## src/rtl/alu_share_arbiter.sv

```systemverilog
// Two-requester round-robin front end for one shared combinational ALU.
// Operands are registered onto the ALU, held for a settle window, and the result is returned with a valid/ready handshake.
module alu_share_arbiter #(
  parameter int unsigned SETTLE_CYCLES = 1
) (
  input  logic        clk,
  input  logic        rst_n,
  input  logic        req0_valid,
  output logic        req0_ready,
  input  logic [5:0]  req0_opcode,
  input  logic [5:0]  req0_funct,
  input  logic [4:0]  req0_shamt,
  input  logic [15:0] req0_imm,
  input  logic [31:0] req0_rs,
  input  logic [31:0] req0_rt,
  input  logic        req1_valid,
  output logic        req1_ready,
  input  logic [5:0]  req1_opcode,
  input  logic [5:0]  req1_funct,
  input  logic [4:0]  req1_shamt,
  input  logic [15:0] req1_imm,
  input  logic [31:0] req1_rs,
  input  logic [31:0] req1_rt,
  output logic [5:0]  alu_opcode,
  output logic [5:0]  alu_funct,
  output logic [4:0]  alu_shamt,
  output logic [15:0] alu_imm,
  output logic [31:0] alu_rs,
  output logic [31:0] alu_rt,
  input  logic [31:0] alu_result,
  input  logic        alu_branch,
  output logic        resp_valid,
  input  logic        resp_ready,
  output logic        resp_id,
  output logic [31:0] resp_result,
  output logic        resp_branch
);

  localparam logic [3:0] SETTLE_INIT = 4'(SETTLE_CYCLES);

  typedef enum logic [1:0] {IDLE, EXEC, RESP} state_t;

  state_t     state, state_next;
  logic       rr_ptr;
  logic [3:0] cnt;
  logic       grant0, grant1, accept;
  logic       is_branch_op;

  // rr_ptr only breaks ties; a lone valid requester is always granted
  always_comb begin
    grant0 = 1'b0;
    grant1 = 1'b0;
    if (state == IDLE) begin
      if (req0_valid && (!req1_valid || !rr_ptr))
        grant0 = 1'b1;
      else if (req1_valid)
        grant1 = 1'b1;
    end
  end

  assign req0_ready   = grant0;
  assign req1_ready   = grant1;
  assign accept       = grant0 | grant1;
  assign is_branch_op = (alu_opcode == 6'h04) || (alu_opcode == 6'h05);

  always_ff @(posedge clk or negedge rst_n) begin
    if (!rst_n)
      state <= IDLE;
    else
      state <= state_next;
  end

  always_comb begin
    state_next = state;
    case (state)
      IDLE:    if (accept) state_next = EXEC;
      EXEC:    if (cnt == 4'd1) state_next = RESP;
      RESP:    if (resp_ready) state_next = IDLE;
      default: state_next = IDLE;
    endcase
  end

  always_ff @(posedge clk or negedge rst_n) begin
    if (!rst_n) begin
      rr_ptr      <= 1'b0;
      cnt         <= 4'd0;
      alu_opcode  <= 6'd0;
      alu_funct   <= 6'd0;
      alu_shamt   <= 5'd0;
      alu_imm     <= 16'd0;
      alu_rs      <= 32'd0;
      alu_rt      <= 32'd0;
      resp_valid  <= 1'b0;
      resp_id     <= 1'b0;
      resp_result <= 32'd0;
      resp_branch <= 1'b0;
    end else begin
      case (state)
        IDLE: begin
          if (grant1) begin
            alu_opcode <= req1_opcode;
            alu_funct  <= req1_funct;
            alu_shamt  <= req1_shamt;
            alu_imm    <= req1_imm;
            alu_rs     <= req1_rs;
            alu_rt     <= req1_rt;
            resp_id    <= 1'b1;
            rr_ptr     <= 1'b0;
            cnt        <= SETTLE_INIT;
          end else if (grant0) begin
            alu_opcode <= req0_opcode;
            alu_funct  <= req0_funct;
            alu_shamt  <= req0_shamt;
            alu_imm    <= req0_imm;
            alu_rs     <= req0_rs;
            alu_rt     <= req0_rt;
            resp_id    <= 1'b0;
            rr_ptr     <= 1'b1;
            cnt        <= SETTLE_INIT;
          end
        end
        EXEC: begin
          cnt <= cnt - 4'd1;
          // sig_branch is meaningless for non-branch opcodes, so mask it
          if (cnt == 4'd1) begin
            resp_result <= alu_result;
            resp_branch <= is_branch_op ? alu_branch : 1'b0;
            resp_valid  <= 1'b1;
          end
        end
        RESP: begin
          if (resp_ready)
            resp_valid <= 1'b0;
        end
        default: ;
      endcase
    end
  end

endmodule
```

## config.mk

```make
export PLATFORM = sky130hd
export DESIGN_NAME = alu_share_arbiter
export DESIGN_NICKNAME = d
export VERILOG_FILES = /design/src/rtl/alu_share_arbiter.sv
export SDC_FILE = /design/constraint.sdc
export NUM_CORES = 1
export LEC_CHECK = 0
export ABC_CLOCK_PERIOD_IN_PS = 1550
export CAP_MARGIN = 20
export CORE_AREA = 2 2 140 142
export CTS_BUF_LIST = sky130_fd_sc_hd__clkbuf_8
export DETAILED_ROUTE_END_ITERATION = 7
export DIE_AREA = 0 0 142 144
export GPL_ROUTABILITY_DRIVEN = 0
export PLACE_DENSITY_LB_ADDON = 0.08
export SLEW_MARGIN = 30
export SYNTH_ARGS = -nofsm -noshare
export SYNTH_HDL_FRONTEND = slang
export SYNTH_SLANG_ARGS = --single-unit
```

## constraint.sdc

```tcl
create_clock -name clk -period 1.55 [get_ports clk]
set_input_delay 0.31 -clock clk [delete_from_list [all_inputs] [get_ports clk]]
set_output_delay 0.31 -clock clk [all_outputs]
set_load 0.02 [all_outputs]
```

==> report_table.html, run 1 <==
<table>
<tr><th>Metric</th><th>Value</th></tr>
<tr><th colspan="2">Floorplan</th></tr>
<tr><td>Count of boundary I/O pins</td><td>366</td></tr>
<tr><td>Floorplan die area</td><td>0.0204 mm2</td></tr>
<tr><td>Row count</td><td>51</td></tr>
<tr><td>Die height</td><td>144 um</td></tr>
<tr><td>Starting Density</td><td>33.3%</td></tr>
<tr><td>Chip Width</td><td>142 um</td></tr>
<tr><td>Core Footprint</td><td>0.0191 mm2</td></tr>
<tr><th colspan="2">Setup path</th></tr>
<tr><td>Slowest cell delay on critical path</td><td>440 ps</td></tr>
<tr><td>Required time of the worst setup path</td><td>1240 ps</td></tr>
<tr><td>Crit-path max FO</td><td>2</td></tr>
<tr><td>Cell chain of the critical path</td><td>or3b_4 &gt; nor2_8 &gt; buf_6</td></tr>
<tr><td>Startpoint class of the critical path</td><td>register</td></tr>
<tr><td>Endpoint kind of the worst setup timing path</td><td>primary output</td></tr>
<tr><td>Reg2reg start</td><td>state[0]$_DFFE_PN0P_</td></tr>
<tr><td>Slowest-stage cell, CP</td><td>or3b_4</td></tr>
<tr><td>Arrival @ worst endpoint</td><td>1490 ps</td></tr>
<tr><td>Setup Crit Path Kind</td><td>register to primary output</td></tr>
<tr><td>Cell family with most CP delay</td><td>simple AND/OR/NAND/NOR gates</td></tr>
<tr><td>Critical path launch point</td><td>state[0]$_DFFE_PN0P_</td></tr>
<tr><td>Crit path buffers/inverters</td><td>1</td></tr>
<tr><th colspan="2">Clock tree</th></tr>
<tr><td># clock sinks</td><td>139</td></tr>
<tr><td>CTS tree</td><td>done</td></tr>
<tr><td>Number of buffers created by CTS</td><td>17</td></tr>
<tr><td>Clock slew seen by the registers of the worst setup and hold paths</td><td>90 ps</td></tr>
<tr><td>Deepest level of the CTS H-tree</td><td>4</td></tr>
<tr><td>Buffer depth of the longest clock path</td><td>2</td></tr>
<tr><td>Cell at the root of the clock tree</td><td>clkbuf_8</td></tr>
<tr><td>Clk_lat worst skew</td><td>450 ps</td></tr>
<tr><th colspan="2">Drt</th></tr>
<tr><td>Detailed-route via count</td><td>6288</td></tr>
<tr><td>Final routed wirelength across all metal layers</td><td>25200 um</td></tr>
<tr><td>First drt pass iteration count</td><td>5</td></tr>
<tr><td>Detailed-route wire length per cell</td><td>21.9 um</td></tr>
<tr><td>Post-detailed-route via-to-cell ratio</td><td>5.46</td></tr>
<tr><td>Antenna Violating Nets Remaining</td><td>0</td></tr>
<tr><td>Iter 0 DRT Violations</td><td>335</td></tr>
<tr><td>Drt drc</td><td>0</td></tr>
<tr><th colspan="2">Timing</th></tr>
<tr><td>Number of max-slew violations in the final report</td><td>0</td></tr>
<tr><td>Setup repair after global routing missed its margin</td><td>yes</td></tr>
<tr><td>Worst hold-check slack</td><td>328 ps</td></tr>
<tr><td>Final clock skew</td><td>13.4 ps</td></tr>
<tr><td>Final-report setup violation count</td><td>123</td></tr>
<tr><td>Tcrit/Tclk final</td><td>116%</td></tr>
<tr><td>Period minus WS final</td><td>1800 ps</td></tr>
<tr><td>Actual slew at the worst max-slew pin</td><td>478 ps</td></tr>
<tr><td>Relative slew margins</td><td>68.1%</td></tr>
<tr><td>Final critical-path setup slack</td><td>-247 ps</td></tr>
<tr><td>Hold Fails Final Rpt</td><td>0</td></tr>
<tr><td>Maximum achievable frequency</td><td>556 MHz</td></tr>
<tr><td>TNS Setup</td><td>-12610 ps</td></tr>
<tr><th colspan="2">Logic synthesis</th></tr>
<tr><td>Number of warnings printed during yosys synthesis</td><td>0</td></tr>
<tr><td>Cell area after technology mapping</td><td>0.00636 mm2</td></tr>
<tr><td>Number of standard cells after synthesis</td><td>511</td></tr>
<tr><td>Post-synth cell types</td><td>29</td></tr>
<tr><td>Mapped Avg Cell Area</td><td>12.4 um2</td></tr>
<tr><td>Synthesized netlist net count</td><td>745</td></tr>
<tr><td>Number of flip-flops and latches in the synthesized netlist</td><td>139</td></tr>
<tr><td>Seq/Total Area, Yosys</td><td>54.7%</td></tr>
<tr><th colspan="2">Global route</th></tr>
<tr><td>Initial antenna violation count</td><td>0</td></tr>
<tr><td>Total congestion overflow</td><td>0</td></tr>
<tr><td>First-pass GRT wire length</td><td>37500 um</td></tr>
<tr><td>Largest net degree at the start of global routing</td><td>54</td></tr>
<tr><td>Tot GR Track Use</td><td>23.9%</td></tr>
<tr><td>Vias in the first global route</td><td>6418</td></tr>
<tr><th colspan="2">Status</th></tr>
<tr><td>Result of the run</td><td>finished, violations left</td></tr>
<tr><td>Violations in the final reports</td><td>negative setup slack</td></tr>
<tr><th colspan="2">Placed design</th></tr>
<tr><td>Number of I/O port buffers</td><td>365</td></tr>
<tr><td>Final HPWL from detailed placement</td><td>17200 um</td></tr>
<tr><td>Minimum setup slack after placement</td><td>-708 ps</td></tr>
<tr><td>Placed cell areas</td><td>0.0105 mm2</td></tr>
<tr><th colspan="2">Power</th></tr>
<tr><td>Combinational share of power</td><td>55.2%</td></tr>
<tr><td>Clock network power share</td><td>15.1%</td></tr>
<tr><td>Fraction of power consumed by sequential logic</td><td>29.7%</td></tr>
<tr><td>Power Density</td><td>1930 mW/mm2</td></tr>
<tr><td>Int Power</td><td>12.9 mW</td></tr>
<tr><td>Net switching fraction of the power</td><td>41.0%</td></tr>
<tr><td>Leak Pwr</td><td>5.01 nW</td></tr>
<tr><td>VDD IR-drop max</td><td>1.01 mV</td></tr>
<tr><td>Reported net switching power</td><td>8.96 mW</td></tr>
<tr><th colspan="2">Final layout</th></tr>
<tr><td>Number of diodes added for antenna fixing</td><td>0</td></tr>
<tr><td>Utilization of the core after routing</td><td>59.5%</td></tr>
<tr><td>Fin area</td><td>0.0113 mm2</td></tr>
<tr><td>Area growth from synthesis to layout</td><td>78.4%</td></tr>
<tr><td>Fraction of final layout cells with drive strength greater than 1</td><td>19.5%</td></tr>
<tr><td>Net count of the finished layout</td><td>1134</td></tr>
<tr><th colspan="2">Flow run</th></tr>
<tr><td>Max-cap check violation count</td><td>0</td></tr>
<tr><th colspan="2">Hold path</th></tr>
<tr><td>Path category of the worst min-delay check</td><td>primary input to async pin</td></tr>
</table>
==> worst paths after layout <==
check / endpoint / slack, ps / cells past startpoint
setup / recovery: req0_ready / -250 / 3
hold / removal: resp_result[26]$_DFFE_PN0P_ / 330 / 2
setup reg to reg: alu_rt[18]$_DFFE_PN0P_ / -180 / 6
hold reg to reg: resp_id$_DFFE_PN0P_ / 500 / 2
max in group asynchronous: alu_imm[13]$_DFFE_PN0P_ / 630 / 3
min in group clk: alu_imm[1]$_DFFE_PN0P_ / 430 / 2
==> cell usage after synthesis, drive strengths merged <==
library cell    n  area share (%)
dfrtp         139              55
a221o          52             8.2
and3           52             5.1
o21ai          46             3.6
a2bb2oi        45             6.2
a32oi          45             6.2
mux2           34             6.0
buf            33             3.9
clkbuf         26             1.5
nor2            6            0.61
a21oi           4            0.31
inv             4            0.24
nand2           4            0.24
nand2b          3            0.30
nor3b           3            0.59
a22o            2            0.28
ha              2            0.39
nor3            2            0.16
o31ai           2            0.24
a22oi           1            0.33
and2            1           0.098
mux2i           1            0.16
nand3           1            0.16
o2bb2ai         1            0.14
or3b            1            0.14
or4bb           1            0.18
==> area by class of cell <==
type / count / area (um2)
fill: 1584 / 7730
timing repair buffer: 429 / 4320
sequential: 139 / 3480
multi-input combinational: 309 / 2800
tap: 238 / 298
clock buffer: 17 / 234
clock inverter: 15 / 199
inverter: 4 / 17.5
==> sequential cells by signal, indices dropped and copies added, names as in the netlist <==
name	count
resp_branch	1
alu_imm	16
alu_opcode	6
alu_rs	32
cnt	4
resp_valid	1
resp_result	32
alu_shamt	5
alu_funct	6
resp_id	1
rr_ptr	1
state	2
alu_rt	32
==> layer usage <==
| metal | track usage [%] | vias to the layer above | wire length [um] |
|---|---|---|---|
| met5 | 0 | - | 0 |
| met1 | 28.9 | 3129 | 9790 |
| li1 | - | 2827 | - |
| met3 | 7.65 | 28 | 2130 |
| met2 | 41.5 | 304 | 12900 |
| met4 | 6.11 | 0 | 391 |
==> placed cells by master (no fill, tap or decap), types with 4 or more instances in the layout <==
cell type,n
clkdlybuf4s50_1,230
a2bb2oi_1,33
buf_6,14
a21oi_1,4
clkbuf_8,18
a2bb2oi_2,12
dlygate4sd2_1,115
a221o_1,52
nor2_1,5
a32oi_1,27
a32oi_2,17
buf_4,28
buf_12,15
bufinv_16,4
mux2_2,34
clkdlybuf4s15_1,12
o21ai_0,45
dfrtp_1,139
and3_1,52
==> power groups by stage <==
stage	Sequential, mW	Combinational (mW)	Clock (mW)
after floorplan	8.61	4.22	0
after global placement	6.53	12.0	0
after detailed placement	6.56	12.2	0
after CTS	6.48	11.7	3.36
after global routing	6.70	12.9	3.53
final	6.48	12.1	3.30
==> stage by stage <==
stage | instances | total power, mW
floorplan | 511 | 12.8
global placement | 1096 | 18.5
detailed placement | 1096 | 18.8
CTS | 1149 | 21.5
global route | 1151 | 23.1
finish | 1151 | 21.9
==> what timing repair did <==
item,CTS,global route
pin swaps,16,35
hold endpoints to repair,28,0
setup endpoints to repair,257,146
gates cloned,4,3
hold buffers,1,0
gates resized for setup,175,54
buffers inserted,16,3
==> kinds of logic (layout without fill, tap and decap cells) <==
logic type | Yosys count | in the layout | synth area share [%]
AO/OA/AOI/OAI | 198 | 198 | 25.5
flip-flops | 139 | 139 | 54.7
AND/OR/NAND/NOR | 74 | 74 | 7.58
buffers and inverters | 63 | 465 | 5.65
multiplexers | 35 | 35 | 6.18
adder cells (fa/ha/maj) | 2 | 2 | 0.393
Power figures use the tool's default switching activity.
==> run 2, diff against run 1 <==
--- a/config.mk
+++ b/config.mk
@@ -5,10 +5,11 @@
 export SDC_FILE = /design/constraint.sdc
 export NUM_CORES = 1
 export LEC_CHECK = 0
-export ABC_CLOCK_PERIOD_IN_PS = 1550
+export ABC_CLOCK_PERIOD_IN_PS = 1500
 export CAP_MARGIN = 20
 export CORE_AREA = 2 2 140 142
 export CTS_BUF_LIST = sky130_fd_sc_hd__clkbuf_8
+export CTS_CLUSTER_DIAMETER = 150
 export DETAILED_ROUTE_END_ITERATION = 7
 export DIE_AREA = 0 0 142 144
 export GPL_ROUTABILITY_DRIVEN = 0
==> constraint.sdc (replaced) <==
create_clock -name clk -period 1.5 [get_ports clk]
set_input_delay 0.3 -clock clk [delete_from_list [all_inputs] [get_ports clk]]
set_output_delay 0.3 -clock clk [all_outputs]
set_load 0.02 [all_outputs]
==> report_table.html, run 2 (synthesized netlist as in run 1, its figures left out) <==
<table>
<tr><th>Metric</th><th>Value</th></tr>
<tr><th colspan="2">Status</th></tr>
<tr><td>Result of the run</td><td>finished, violations left</td></tr>
<tr><td>Violations in the final reports</td><td>negative setup slack</td></tr>
<tr><th colspan="2">Power</th></tr>
<tr><td>VDD IR-drop max</td><td>0.899 mV</td></tr>
<tr><td>Post-layout total power</td><td>24.5 mW</td></tr>
<tr><td>Leak Pwr</td><td>5.25 nW</td></tr>
<tr><td>Power Density</td><td>2020 mW/mm2</td></tr>
<tr><th colspan="2">Clock tree</th></tr>
<tr><td>Clock slew seen by the registers of the worst setup and hold paths</td><td>80 ps</td></tr>
<tr><td># clock sinks</td><td>139</td></tr>
<tr><td>Number of buffers created by CTS</td><td>17</td></tr>
<tr><td>Deepest level of the CTS H-tree</td><td>4</td></tr>
<tr><td>Clk_lat worst skew</td><td>440 ps</td></tr>
<tr><td>Cell at the root of the clock tree</td><td>clkbuf_8</td></tr>
<tr><td>Buffer depth of the longest clock path</td><td>2</td></tr>
<tr><td>CTS tree</td><td>done</td></tr>
<tr><th colspan="2">Floorplan</th></tr>
<tr><td>Starting Density</td><td>33.3%</td></tr>
<tr><td>Row count</td><td>51</td></tr>
<tr><td>Floorplan die area</td><td>0.0204 mm2</td></tr>
<tr><td>Chip Width</td><td>142 um</td></tr>
<tr><td>Core Footprint</td><td>0.0191 mm2</td></tr>
<tr><td>Count of boundary I/O pins</td><td>366</td></tr>
<tr><td>Die height</td><td>144 um</td></tr>
<tr><th colspan="2">Setup path</th></tr>
<tr><td>Depth of the worst register-to-register path</td><td>8</td></tr>
<tr><td>Endpoint kind of the worst setup timing path</td><td>primary output</td></tr>
<tr><td>Crit-path max FO</td><td>2</td></tr>
<tr><td>Slowest cell delay on critical path</td><td>440 ps</td></tr>
<tr><td>Critical path launch point</td><td>state[1]$_DFFE_PN0P_</td></tr>
<tr><td>Setup Crit Path Kind</td><td>register to primary output</td></tr>
<tr><td>Slowest-stage cell, CP</td><td>or3b_4</td></tr>
<tr><td>Cell chain of the critical path</td><td>or3b_4 &gt; nor2_8 &gt; buf_6</td></tr>
<tr><td>Arrival @ worst endpoint</td><td>1510 ps</td></tr>
<tr><td>Required time of the worst setup path</td><td>1200 ps</td></tr>
<tr><td>Reg2reg start</td><td>state[0]$_DFFE_PN0P_</td></tr>
<tr><td>Startpoint class of the critical path</td><td>register</td></tr>
<tr><th colspan="2">Final layout</th></tr>
<tr><td>Fin area</td><td>0.0121 mm2</td></tr>
<tr><td>Net count of the finished layout</td><td>1165</td></tr>
<tr><td>Fraction of final layout cells with drive strength greater than 1</td><td>24.8%</td></tr>
<tr><td>Final std cells w/o fill</td><td>1181</td></tr>
<tr><td>Area growth from synthesis to layout</td><td>90.9%</td></tr>
<tr><td>Utilization of the core after routing</td><td>63.6%</td></tr>
<tr><td>Most frequent standard cell in the layout excluding fill and tap cells</td><td>clkdlybuf4s50_1</td></tr>
<tr><td>Fillers</td><td>1441</td></tr>
<tr><td>Largest registers ranked by flip-flop count</td><td>alu_rs: 32 flops, alu_rt: 32 flops, resp_result: 32 flops</td></tr>
<tr><td>Commonest cells after routing, fill and taps aside</td><td>230 x clkdlybuf4s50_1, 139 x dfrtp_1, 63 x clkdlybuf4s15_1, 52 x a221o_1, 52 x dlygate4sd2_1</td></tr>
<tr><th colspan="2">Timing</th></tr>
<tr><td>Maximum achievable frequency</td><td>553 MHz</td></tr>
<tr><td>TNS Setup</td><td>-28490 ps</td></tr>
<tr><td>Relative slew margins</td><td>58.2%</td></tr>
<tr><td>Number of max-slew violations in the final report</td><td>0</td></tr>
<tr><td>Final clock skew</td><td>14.0 ps</td></tr>
<tr><td>Setup repair after global routing missed its margin</td><td>yes</td></tr>
<tr><td>Worst hold-check slack</td><td>329 ps</td></tr>
<tr><td>Actual slew at the worst max-slew pin</td><td>628 ps</td></tr>
<tr><td>Hold Fails Final Rpt</td><td>0</td></tr>
<tr><td>Final-report setup violation count</td><td>133</td></tr>
<tr><td>Tcrit/Tclk final</td><td>121%</td></tr>
<tr><td>Final critical-path setup slack</td><td>-309 ps</td></tr>
<tr><td>Period minus WS final</td><td>1810 ps</td></tr>
<tr><th colspan="2">Flow run</th></tr>
<tr><td>Max-cap check violation count</td><td>0</td></tr>
<tr><th colspan="2">Drt</th></tr>
<tr><td>Detailed-route via count</td><td>6574</td></tr>
<tr><td>Iter 0 DRT Violations</td><td>377</td></tr>
<tr><td>Post-detailed-route via-to-cell ratio</td><td>5.57</td></tr>
<tr><td>First drt pass iteration count</td><td>4</td></tr>
<tr><td>Detailed-route wire length per cell</td><td>23.4 um</td></tr>
<tr><td>Drt drc</td><td>0</td></tr>
<tr><td>Final routed wirelength across all metal layers</td><td>27700 um</td></tr>
<tr><td>Antenna Violating Nets Remaining</td><td>0</td></tr>
<tr><th colspan="2">Global route</th></tr>
<tr><td>Total congestion overflow</td><td>0</td></tr>
<tr><td>Vias in the first global route</td><td>6686</td></tr>
<tr><td>Initial antenna violation count</td><td>0</td></tr>
<tr><td>Tot GR Track Use</td><td>25.2%</td></tr>
<tr><td>Largest net degree at the start of global routing</td><td>46</td></tr>
<tr><td>First-pass GRT wire length</td><td>39500 um</td></tr>
<tr><th colspan="2">Placed design</th></tr>
<tr><td>Placed cell areas</td><td>0.0104 mm2</td></tr>
<tr><td>Number of I/O port buffers</td><td>365</td></tr>
<tr><td>Final HPWL from detailed placement</td><td>17100 um</td></tr>
<tr><td>Instance count after placement with tap cells included</td><td>1093</td></tr>
<tr><td>Minimum setup slack after placement</td><td>-804 ps</td></tr>
<tr><th colspan="2">Hold path</th></tr>
<tr><td>Path category of the worst min-delay check</td><td>primary input to async pin</td></tr>
</table>
## run 2: changes by cell type in the layout (fill, tap and decap cells not counted), sizes merged, moves of 4 or more
cell and delta:
inv -4, clkbuf +20, buf +24, dlygate4sd2 -63, clkdlybuf4s15 +52
## run 2: what timing repair did
item / 4_1_cts / 5_1_grt
hold endpoints to repair: 31 / 0
buffers inserted: 24 / 16
setup endpoints to repair: 266 / 211
gates cloned: 15 / 9
gates resized for setup: 208 / 144
hold buffers: 1 / 0
pin swaps: 21 / 37
## run 2: final timing paths
check	endpoint	slack, ps
max	req0_ready	-310
max in group asynchronous	alu_rs[10]$_DFFE_PN0P_	570
min	alu_rs[16]$_DFFE_PN0P_	330
min in group clk	alu_imm[7]$_DFFE_PN0P_	430
min reg2reg	resp_result[1]$_DFFE_PN0P_	500
max reg2reg	alu_rs[3]$_DFFE_PN0P_	-300
## run 2: critical path: cells and delay by family, from the launching register on
kind	cells	cell delay [ps]
flops	1	390
buf+inv	1	130
simple gates	2	560
## run 2: where the power goes
group          internal (mW)  leakage, nW  switching, mW  total [mW]
registers               5.68         1.66           1.08        6.76
logic                   7.25         3.40           7.23        14.5
clock network           1.76        0.199           1.52        3.28
## run 2: final cells by class
cell class                      instances  area, um2  share of cell area (%)
Timing Repair Buffer                  460       5020                    41.4
Sequential cell                       139       3480                    28.7
Multi-Input combinational cell        309       2910                    23.9
Tap cell                              238        298                    2.45
Clock buffer                           20        275                    2.27
Clock inverter                         10        143                    1.17
Inverter                                4       15.0                   0.124
Antenna cell                            1       2.50                  0.0206
## run 2: per-layer routing
metal	share of wire, %	wire, um	GRT usage, %	vias up
met3	7.6	2100	7.38	47
met5	0	0	0	-
li1	-	-	-	2891
met4	2.7	754	8.47	0
met2	52	14400	44.1	316
met1	38	10400	29.8	3320
